**src/rtl/reg_window_pkg.sv**
```systemverilog
// Shared types and constants for the register-window controller.
package reg_window_pkg;

   typedef enum logic [1:0] {
      IDLE,
      SPILL,
      FILL
   } state_e;

   localparam logic MEM_DIR_SPILL = 1'b0;
   localparam logic MEM_DIR_FILL  = 1'b1;

   localparam int unsigned DEF_OP_PUSH0 = 11;
   localparam int unsigned DEF_OP_POP0  = 12;
   localparam int unsigned DEF_OP_PUSH1 = 13;
   localparam int unsigned DEF_OP_POP1  = 14;

endpackage

```
**src/rtl/reg_window_ctrl_if.sv**
```systemverilog
// Spill/fill request channel between the window controller and memory.
interface reg_window_ctrl_if #(
   parameter int unsigned BANK_BITS  = 6,
   parameter int unsigned DEPTH_BITS = 10
);
   logic                  mem_req_o;
   logic                  mem_dir_o;
   logic [BANK_BITS-1:0]  mem_bank_o;
   logic [DEPTH_BITS-1:0] mem_depth_o;
   logic                  mem_ack_i;

   modport master (
      output mem_req_o, mem_dir_o, mem_bank_o, mem_depth_o,
      input  mem_ack_i
   );

   modport slave (
      input  mem_req_o, mem_dir_o, mem_bank_o, mem_depth_o,
      output mem_ack_i
   );
endinterface

```
**src/rtl/reg_window_opdec.sv**
```systemverilog
// Combinational decode of the opcode into push/pop requests.
module reg_window_opdec #(
   parameter int unsigned OPCODE_W = 7,
   parameter int unsigned OP_PUSH0 = 11,
   parameter int unsigned OP_POP0  = 12,
   parameter int unsigned OP_PUSH1 = 13,
   parameter int unsigned OP_POP1  = 14
) (
   input  logic [OPCODE_W-1:0] opcode_i,
   output logic                is_push_o,
   output logic                is_pop_o
);

   always_comb begin
      is_push_o = (opcode_i == OPCODE_W'(OP_PUSH0)) || (opcode_i == OPCODE_W'(OP_PUSH1));
      is_pop_o  = (opcode_i == OPCODE_W'(OP_POP0))  || (opcode_i == OPCODE_W'(OP_POP1));
   end

endmodule

```
**src/rtl/reg_window_ctrl.sv**
```systemverilog
// Register-window controller: maps logical call depth onto physical banks,
// spilling the oldest window on overflow of the bank file and filling on underflow.
module reg_window_ctrl
   import reg_window_pkg::*;
#(
   parameter int unsigned BANK_BITS  = 6,
   parameter int unsigned DEPTH_BITS = 10,
   parameter int unsigned OPCODE_W   = 7,
   parameter int unsigned OP_PUSH0   = DEF_OP_PUSH0,
   parameter int unsigned OP_POP0    = DEF_OP_POP0,
   parameter int unsigned OP_PUSH1   = DEF_OP_PUSH1,
   parameter int unsigned OP_POP1    = DEF_OP_POP1
) (
   input  logic                  clock_i,
   input  logic                  reset_i,
   input  logic                  enable_i,
   input  logic [OPCODE_W-1:0]   opCode_i,
   output logic [BANK_BITS-1:0]  regBankSelect_o,
   output logic [DEPTH_BITS-1:0] depth_o,
   output logic                  busy_o,
   output logic                  overflow_o,
   output logic                  underflow_o,
   reg_window_ctrl_if.master     mem_if
);

   localparam int unsigned N     = 1 << BANK_BITS;
   localparam int unsigned RES_W = BANK_BITS + 1;
   localparam logic [RES_W-1:0]      RES_ONE   = RES_W'(1);
   localparam logic [RES_W-1:0]      RES_FULL  = RES_W'(N);
   localparam logic [DEPTH_BITS-1:0] DEPTH_ONE = DEPTH_BITS'(1);
   localparam logic [DEPTH_BITS-1:0] DEPTH_N   = DEPTH_BITS'(N);
   localparam logic [DEPTH_BITS-1:0] DEPTH_MAX = '1;

   state_e                state_q, state_d;
   logic [DEPTH_BITS-1:0] depth_q, depth_d;
   logic [RES_W-1:0]      resident_q, resident_d;
   logic                  dir_q, dir_d;
   logic [BANK_BITS-1:0]  bank_q, bank_d;
   logic [DEPTH_BITS-1:0] mdepth_q, mdepth_d;
   logic                  ovf_q, ovf_d;
   logic                  unf_q, unf_d;

   logic                  is_push, is_pop;
   logic [DEPTH_BITS-1:0] depth_inc, depth_dec;

   reg_window_opdec #(
      .OPCODE_W (OPCODE_W),
      .OP_PUSH0 (OP_PUSH0),
      .OP_POP0  (OP_POP0),
      .OP_PUSH1 (OP_PUSH1),
      .OP_POP1  (OP_POP1)
   ) u_opdec (
      .opcode_i  (opCode_i),
      .is_push_o (is_push),
      .is_pop_o  (is_pop)
   );

   always_ff @(posedge clock_i) begin
      if (reset_i) begin
         state_q    <= IDLE;
         depth_q    <= '0;
         resident_q <= RES_ONE;
         dir_q      <= MEM_DIR_SPILL;
         bank_q     <= '0;
         mdepth_q   <= '0;
         ovf_q      <= 1'b0;
         unf_q      <= 1'b0;
      end else begin
         state_q    <= state_d;
         depth_q    <= depth_d;
         resident_q <= resident_d;
         dir_q      <= dir_d;
         bank_q     <= bank_d;
         mdepth_q   <= mdepth_d;
         ovf_q      <= ovf_d;
         unf_q      <= unf_d;
      end
   end

   // Depth change of a spill/fill is deferred until the ack; resident count stays put.
   always_comb begin
      depth_inc  = depth_q + DEPTH_ONE;
      depth_dec  = depth_q - DEPTH_ONE;
      state_d    = state_q;
      depth_d    = depth_q;
      resident_d = resident_q;
      dir_d      = dir_q;
      bank_d     = bank_q;
      mdepth_d   = mdepth_q;
      ovf_d      = 1'b0;
      unf_d      = 1'b0;
      unique case (state_q)
         IDLE: begin
            if (enable_i && is_push) begin
               if (depth_q == DEPTH_MAX) begin
                  ovf_d = 1'b1;
               end else if (resident_q != RES_FULL) begin
                  depth_d    = depth_inc;
                  resident_d = resident_q + RES_ONE;
               end else begin
                  state_d  = SPILL;
                  dir_d    = MEM_DIR_SPILL;
                  bank_d   = depth_inc[BANK_BITS-1:0];
                  mdepth_d = depth_inc - DEPTH_N;
               end
            end else if (enable_i && is_pop) begin
               if (depth_q == '0) begin
                  unf_d = 1'b1;
               end else if (resident_q != RES_ONE) begin
                  depth_d    = depth_dec;
                  resident_d = resident_q - RES_ONE;
               end else begin
                  state_d  = FILL;
                  dir_d    = MEM_DIR_FILL;
                  bank_d   = depth_dec[BANK_BITS-1:0];
                  mdepth_d = depth_dec;
               end
            end
         end
         SPILL: begin
            if (mem_if.mem_ack_i) begin
               depth_d = depth_inc;
               state_d = IDLE;
            end
         end
         FILL: begin
            if (mem_if.mem_ack_i) begin
               depth_d = depth_dec;
               state_d = IDLE;
            end
         end
         default: state_d = IDLE;
      endcase
   end

   always_comb begin
      busy_o             = (state_q != IDLE);
      mem_if.mem_req_o   = (state_q != IDLE);
      mem_if.mem_dir_o   = dir_q;
      mem_if.mem_bank_o  = bank_q;
      mem_if.mem_depth_o = mdepth_q;
      regBankSelect_o    = depth_q[BANK_BITS-1:0];
      depth_o            = depth_q;
      overflow_o         = ovf_q;
      underflow_o        = unf_q;
   end

endmodule

```
**src/flat_wrapper.sv**
```systemverilog
// flat-port wrapper written by rule: the top's interface ports become plain ports
module reg_window_ctrl_flat import reg_window_pkg::*;
#(
   parameter int unsigned BANK_BITS  = 6,
   parameter int unsigned DEPTH_BITS = 10,
   parameter int unsigned OPCODE_W   = 7,
   parameter int unsigned OP_PUSH0   = DEF_OP_PUSH0,
   parameter int unsigned OP_POP0    = DEF_OP_POP0,
   parameter int unsigned OP_PUSH1   = DEF_OP_PUSH1,
   parameter int unsigned OP_POP1    = DEF_OP_POP1
)
  (clock_i, reset_i, enable_i, opCode_i, regBankSelect_o, depth_o, busy_o, overflow_o, underflow_o, mem_if_mem_req_o, mem_if_mem_dir_o, mem_if_mem_bank_o, mem_if_mem_depth_o, mem_if_mem_ack_i);
  reg_window_ctrl_if #(.BANK_BITS(BANK_BITS), .DEPTH_BITS(DEPTH_BITS)) mem_if_i ();
  input  logic clock_i;
  input  logic reset_i;
  input  logic enable_i;
  input  logic [OPCODE_W-1:0] opCode_i;
  output logic [BANK_BITS-1:0] regBankSelect_o;
  output logic [DEPTH_BITS-1:0] depth_o;
  output logic busy_o;
  output logic overflow_o;
  output logic underflow_o;
  output wire logic [$bits(mem_if_i.mem_req_o)-1:0] mem_if_mem_req_o;
  output wire logic [$bits(mem_if_i.mem_dir_o)-1:0] mem_if_mem_dir_o;
  output wire logic [$bits(mem_if_i.mem_bank_o)-1:0] mem_if_mem_bank_o;
  output wire logic [$bits(mem_if_i.mem_depth_o)-1:0] mem_if_mem_depth_o;
  input wire logic [$bits(mem_if_i.mem_ack_i)-1:0] mem_if_mem_ack_i;
  assign mem_if_mem_req_o = mem_if_i.mem_req_o;
  assign mem_if_mem_dir_o = mem_if_i.mem_dir_o;
  assign mem_if_mem_bank_o = mem_if_i.mem_bank_o;
  assign mem_if_mem_depth_o = mem_if_i.mem_depth_o;
  assign mem_if_i.mem_ack_i = mem_if_mem_ack_i;
  reg_window_ctrl #(.BANK_BITS(BANK_BITS), .DEPTH_BITS(DEPTH_BITS), .OPCODE_W(OPCODE_W), .OP_PUSH0(OP_PUSH0), .OP_POP0(OP_POP0), .OP_PUSH1(OP_PUSH1), .OP_POP1(OP_POP1)) u_core (.clock_i(clock_i), .reset_i(reset_i), .enable_i(enable_i), .opCode_i(opCode_i), .regBankSelect_o(regBankSelect_o), .depth_o(depth_o), .busy_o(busy_o), .overflow_o(overflow_o), .underflow_o(underflow_o), .mem_if(mem_if_i));
endmodule
```
**config.mk**
```make
export PLATFORM = sky130hd
export DESIGN_NAME = reg_window_ctrl_flat
export DESIGN_NICKNAME = d
export VERILOG_FILES = /design/src/rtl/reg_window_pkg.sv /design/src/rtl/reg_window_ctrl_if.sv /design/src/rtl/reg_window_opdec.sv /design/src/rtl/reg_window_ctrl.sv /design/src/flat_wrapper.sv
export SDC_FILE = /design/constraint.sdc
export NUM_CORES = 1
export LEC_CHECK = 0
export CAP_MARGIN = 20
export CELL_PAD_IN_SITES_DETAIL_PLACEMENT = 1
export CELL_PAD_IN_SITES_GLOBAL_PLACEMENT = 1
export CORE_ASPECT_RATIO = 1.5
export CORE_MARGIN = 5
export CORE_UTILIZATION = 41
export CTS_CLUSTER_DIAMETER = 80
export DETAILED_ROUTE_END_ITERATION = 16
export PLACE_DENSITY_LB_ADDON = 0.1
export SKIP_CTS_REPAIR_TIMING = 1
export SYNTH_ARGS = -nofsm -noshare
export SYNTH_HDL_FRONTEND = slang
export SYNTH_HIERARCHICAL = 1
export SYNTH_SLANG_ARGS = --single-unit
```
**constraint.sdc**
```tcl
create_clock -name clock_i -period 7.3 [get_ports clock_i]
set_clock_uncertainty 0.1 [all_clocks]
set_input_delay 1.46 -clock clock_i [delete_from_list [all_inputs] [get_ports clock_i]]
set_output_delay 1.46 -clock clock_i [all_outputs]
set_load 0.03 [all_outputs]
```
==> results of run 1 <==
## cells in the final DEF (no fill, tap or decap), types with 3 or more instances in the layout
cell type / count
xnor2_1: 15
nor2_1: 28
nor3_1: 9
nand2_1: 24
dfxtp_1: 32
xor2_1: 7
a211oi_1: 6
clkbuf_8: 7
a31oi_1: 5
nor4_1: 4
nand4_1: 4
and3_1: 7
a21oi_1: 24
o21ai_0: 9
and2_1: 5
a211oi_2: 3
mux2i_1: 4
a21o_1: 3
clkdlybuf4s50_1: 47
inv_1: 10
ha_1: 10
nand2b_1: 3
nand3_1: 5
## cell families after synthesis
group                      share of synthesized area, %
muxes                                             2.167
AOI/OAI and AO/OA                                 22.73
buffers and inverters                             10.46
DFF                                               27.06
xor gates and xnor gates                          8.140
adders and majority gates                         5.285
and+or+nand+nor                                   24.15
## power breakdown
group	leakage (nW)	internal [W]	switching (W)
clock network	0.0645	0.000121	0.0000718
logic	0.700	0.00000664	0.00000687
registers	0.258	0.000174	0.0000000158
## per-stage QoR
step                hold WS, ns  cell area [um^2]   power, W
finish                   0.3596              2855  0.0003803
global placement         0.3424              2729  0.0001919
CTS                      0.3672              2855  0.0003843
global route             0.3893              2855  0.0003920
floorplan                0.3601              2367  0.0001833
detailed placement       0.3572              2729  0.0001921
## per-layer routing
metal | share of wire (%) | global-route usage (%) | vias to the layer above
li1 | - | - | 1088
met1 | 40 | 22.08 | 1106
met2 | 56 | 37.32 | 53
met3 | 3.6 | 2.829 | 8
met4 | 1.4 | 6.368 | 0
met5 | 0 | 0 | -
## worst paths after layout
| check | end | cells after the start | start | slack, ns |
|---|---|---|---|---|
| max | u_core/state_q[1] | 9 | opCode_i[5] | 2.69 |
| min | u_core/mem_if.mem_depth_o[6] | 2 | u_core/mem_if.mem_depth_o[6] | 0.36 |
| max reg2reg | u_core/state_q[1] | 8 | u_core/depth_o[0] | 4.29 |
| min reg2reg | u_core/mem_if.mem_depth_o[6] | 2 | u_core/mem_if.mem_depth_o[6] | 0.36 |
## registers in the layout (all words and copies together) (netlist names)
| register | count |
|---|---|
| u_core/resident_q | 7 |
| u_core/overflow_o | 1 |
| u_core/depth_o | 10 |
| u_core/mem_if.mem_depth_o | 5 |
| u_core/mem_if.mem_dir_o | 1 |
| u_core/underflow_o | 1 |
| u_core/state_q | 2 |
| u_core/mem_if.mem_bank_o | 5 |
## cell type report
| class | count | area share, % |
|---|---|---|
| clock buffers | 7 | 3.374 |
| clock inverters | 1 | 1.052 |
| inverters | 11 | 1.446 |
| multi-input cells | 219 | 51.80 |
| flip-flops and latches | 32 | 22.44 |
| well taps | 72 | 3.155 |
| repair buffers | 48 | 16.74 |
## worst min-delay path, stage by stage, from the launching register on
cell     delay, ns
dfxtp_1       0.31
nand2_1       0.05
a21oi_1       0.05
## cell usage after synthesis, types with 6 or more instances
cell | instances | area [um^2]
a211oi_1 | 6 | 45.04
a21oi_1 | 24 | 120.1
and3_1 | 7 | 43.79
buf_4 | 13 | 97.59
clkbuf_1 | 12 | 45.04
dfxtp_1 | 32 | 640.6
ha_1 | 10 | 125.1
inv_1 | 10 | 37.54
nand2_1 | 24 | 90.09
nor2_1 | 28 | 105.1
nor3_1 | 9 | 45.04
o21ai_0 | 9 | 45.04
xnor2_1 | 15 | 131.4
xor2_1 | 7 | 61.31
==> reports/qor.csv, run 1 <==
metric,value,unit
netlist_area,2367,um^2
ys_ff_latch,32,
power_density,133.2,nW/um^2
fillers,704,
drt.antenna.violating_nets,0,
clk_pin_slew,0.07,ns
synthArstFlopShare,0,%
fp.dieArea,7425,um^2
critPathMaxFanout,18,
arrival,4.74,ns
fp.dieW,72.04,um
required,7.43,ns
std_cell_rows,34,
htreeDepth,2,
multiInputGateArea,1479,um^2
leakage,1.022,nW
syn_inst,295,
grt.total_usage,19.61,%
gr-total-overflow,0,
first_iter_violations,91,
crit_top_cell,and3_1,
fin_ws,2.686,ns
antenna_found_initial,0,
cts_buffer_depth,2,
synth_cell_types,62,
grt_pass1_vias,2244,
relSlewSlack,45.40,%
place_hpwl,5239,um
slew_viol_final,0,
critPathSlowestCell,nor2_1,
chipHeight,103.1,um
place_congestion,0.8540,
cts_root_buf,clkbuf_8,
startpoint_type,input pin,
synth_ff_type,dfxtp_1,
grt_pass1_wl,11270,um
wire_per_inst,18.12,um
dp_slack,2.360,ns
grt_setup_unrepaired,false,
final_net_count,338,
io_buffer_count,47,
syn_avg_cell_area,8.025,um^2
cp_slowest_stage_delay,0.68,ns
cts_tree,yes,
worstSetupPathType,in -> reg,
post-route-util,50.09,%
vias,2255,
critPathBufInv,1,
instances_no_fill,390,
status,completed,
grt_start_max_net_pins,25,
synth-seq-area-share,27.06,%
min_path_type,reg -> reg,
finalCritPeriodShare,63.21,%
dp_cells,382,
cts_buffers,5,
synth_edf_count,0,
yosysWarnings,6,
setup_viol,0,
drive_gt1_share,8.491,%
initial_core_util,41.53,%
critical_path.cell_chain,"clkdlybuf4s50_1, nor4b_2, and3_1, and2_1, or4_4, nand4bb_2, nor2_1, and3_1, a22o_1",
viasPerCell,5.782,
numClockSinks,32,
drc,0,
timing.fmax,0.2167,GHz
insertion_delay,0.29,ns
hold_viol,0,
coreArea,5700,um^2
antennaDiodeCount,0,
cpLargestDelayFamily,simple AND/OR/NAND/NOR gates,
max_slew.worst_pin.slew,0.8115,ns
cap_violations,0,
io_pins,48,
area_growth,20.61,%
syn_nets,316,
ir_drop,0.09491,mV
finalSetupTns,0,ns
critPathCaptureType,register,
ff_latch_area,640.6,um^2
first_pass_iters,4,
totalWireLength,7068,um
fin_crit,4.614,ns
Note: power is estimated with default switching activity, not from simulation.
==> run 2, diff against run 1 <==
Settings changed: CORE_UTILIZATION 41 to 38.
Clock period 7.3 ns to 4.81 ns, I/O delays scaled along.
==> run 2 against run 1 <==
- count of clock-buffer cells in the layout unchanged
- register-to-register slack got worse by 2.4 ns
- sequential share of layout area down 0.14 points
- largest cell class unchanged
- highest routed layer unchanged
==> reports/qor.csv, run 2 (synthesized netlist as in run 1, its figures left out) <==
metric,value,unit
status,completed,
startpoint_type,input pin,
numClockSinks,32,
grt_pass1_vias,2244,
io_buffer_count,47,
cts_buffers,5,
rrSetupSlack,1.88,ns
antennaDiodeCount,0,
first_iter_violations,52,
worstSetupPathType,in -> reg,
timing.fmax,0.2844,GHz
insertion_delay,0.29,ns
drc,0,
wire_per_inst,19.08,um
relSlewSlack,60.33,%
clk_pin_slew,0.08,ns
fp.dieArea,7941,um^2
cts_root_buf,clkbuf_8,
required,4.89,ns
first_pass_iters,4,
chipHeight,106.7,um
io_pins,48,
std_cell_rows,35,
fin_ws,1.293,ns
r2r.worst_path.cells,9,
max_slew.worst_pin.slew,0.5897,ns
fin_crit,3.517,ns
hold-worst-slack,0.3576,ns
place_hpwl,5641,um
finalCritPeriodShare,73.11,%
dp_slack,1.009,ns
setup_viol,0,
grt_setup_unrepaired,false,
largest_register_ffs,10,
arrival,3.59,ns
htreeDepth,2,
grt.total_usage,19.63,%
area_growth,21.35,%
power_density,200.1,nW/um^2
coreArea,6087,um^2
drt.antenna.violating_nets,0,
grt_start_max_net_pins,24,
min_path_type,reg -> reg,
cts_buffer_depth,2,
grt_pass1_wl,11830,um
initial_core_util,38.89,%
cap_violations,0,
drive_gt1_share,9.063,%
totalWireLength,7519,um
final_cell_mix,"clkdlybuf4s50_1, dfxtp_1, nor2_1",
fp.dieW,74.45,um
final_net_count,340,
gr-total-overflow,0,
viasPerCell,5.703,
critPathMaxFanout,18,
leakage,1.033,nW
dpl_cell_area,2746,um^2
final_common_cell,clkdlybuf4s50_1,
hold_viol,0,
cts_tree,yes,
vias,2247,
place_congestion,0.8221,
finalInstanceArea,2873,um^2
slew_viol_final,0,
critPathCaptureType,register,
ir_drop,0.1151,mV
antenna_found_initial,0,
finalSetupTns,0,ns
whs_path_depth,2,
run 2: changes by cell type in the layout (fill, tap and decap cells not counted), sizes merged:
cell,delta
buf,+2
run 2: cell type report:
type / instances / area (um^2)
fill: 748 / 3214
multi-input combinational: 219 / 1479
sequential: 32 / 640.6
timing repair buffer: 50 / 493.0
clock buffer: 7 / 96.34
tap: 74 / 92.59
inverter: 11 / 41.29
clock inverter: 1 / 30.03
run 2: worst max-delay path, stage by stage:
cell             delay, ns
clkdlybuf4s50_1       0.43
xor2_1                0.15
and3_1                0.25
and2_1                0.16
buf_4                 0.20
or4_4                 0.56
nand4bb_2             0.24
nor2_1                0.07
buf_4                 0.18
and3_1                0.19
a22o_1                0.19
run 2: path summary, 6_finish.rpt:
check                          startpoint                           end
min          u_core/mem_if.mem_depth_o[6]  u_core/mem_if.mem_depth_o[6]
max                           opCode_i[2]             u_core/state_q[1]
max reg2reg             u_core/depth_o[0]             u_core/state_q[1]
min reg2reg  u_core/mem_if.mem_depth_o[6]  u_core/mem_if.mem_depth_o[6]
run 2: stage by stage:
step           instances  total power, W  utilization [%]
6_report             394       0.0005748            47.19
5_1_grt              394       0.0005920            47.19
4_1_cts              394       0.0005813            47.19
3_5_place_dp         386       0.0002918            45.12
3_3_place_gp         386       0.0002913            45.12
2_1_floorplan        295       0.0002782                -
run 2: layer usage:
metal  routed length (um)  vias to the layer above  global-route usage, %
li1                     -                     1087                      -
met4                  121                        0                  6.361
met2                 4092                       45                  35.60
met5                    0                        -                      0
met1                 3103                     1107                  22.90
met3                  202                        8                  2.720
run 2: power by group:
| part | internal (W) | leakage [nW] | switching (W) |
|---|---|---|---|
| clock network | 0.000183 | 0.0645 | 0.000106 |
| logic | 0.0000101 | 0.711 | 0.0000105 |
| registers | 0.000265 | 0.258 | 0.0000000247 |
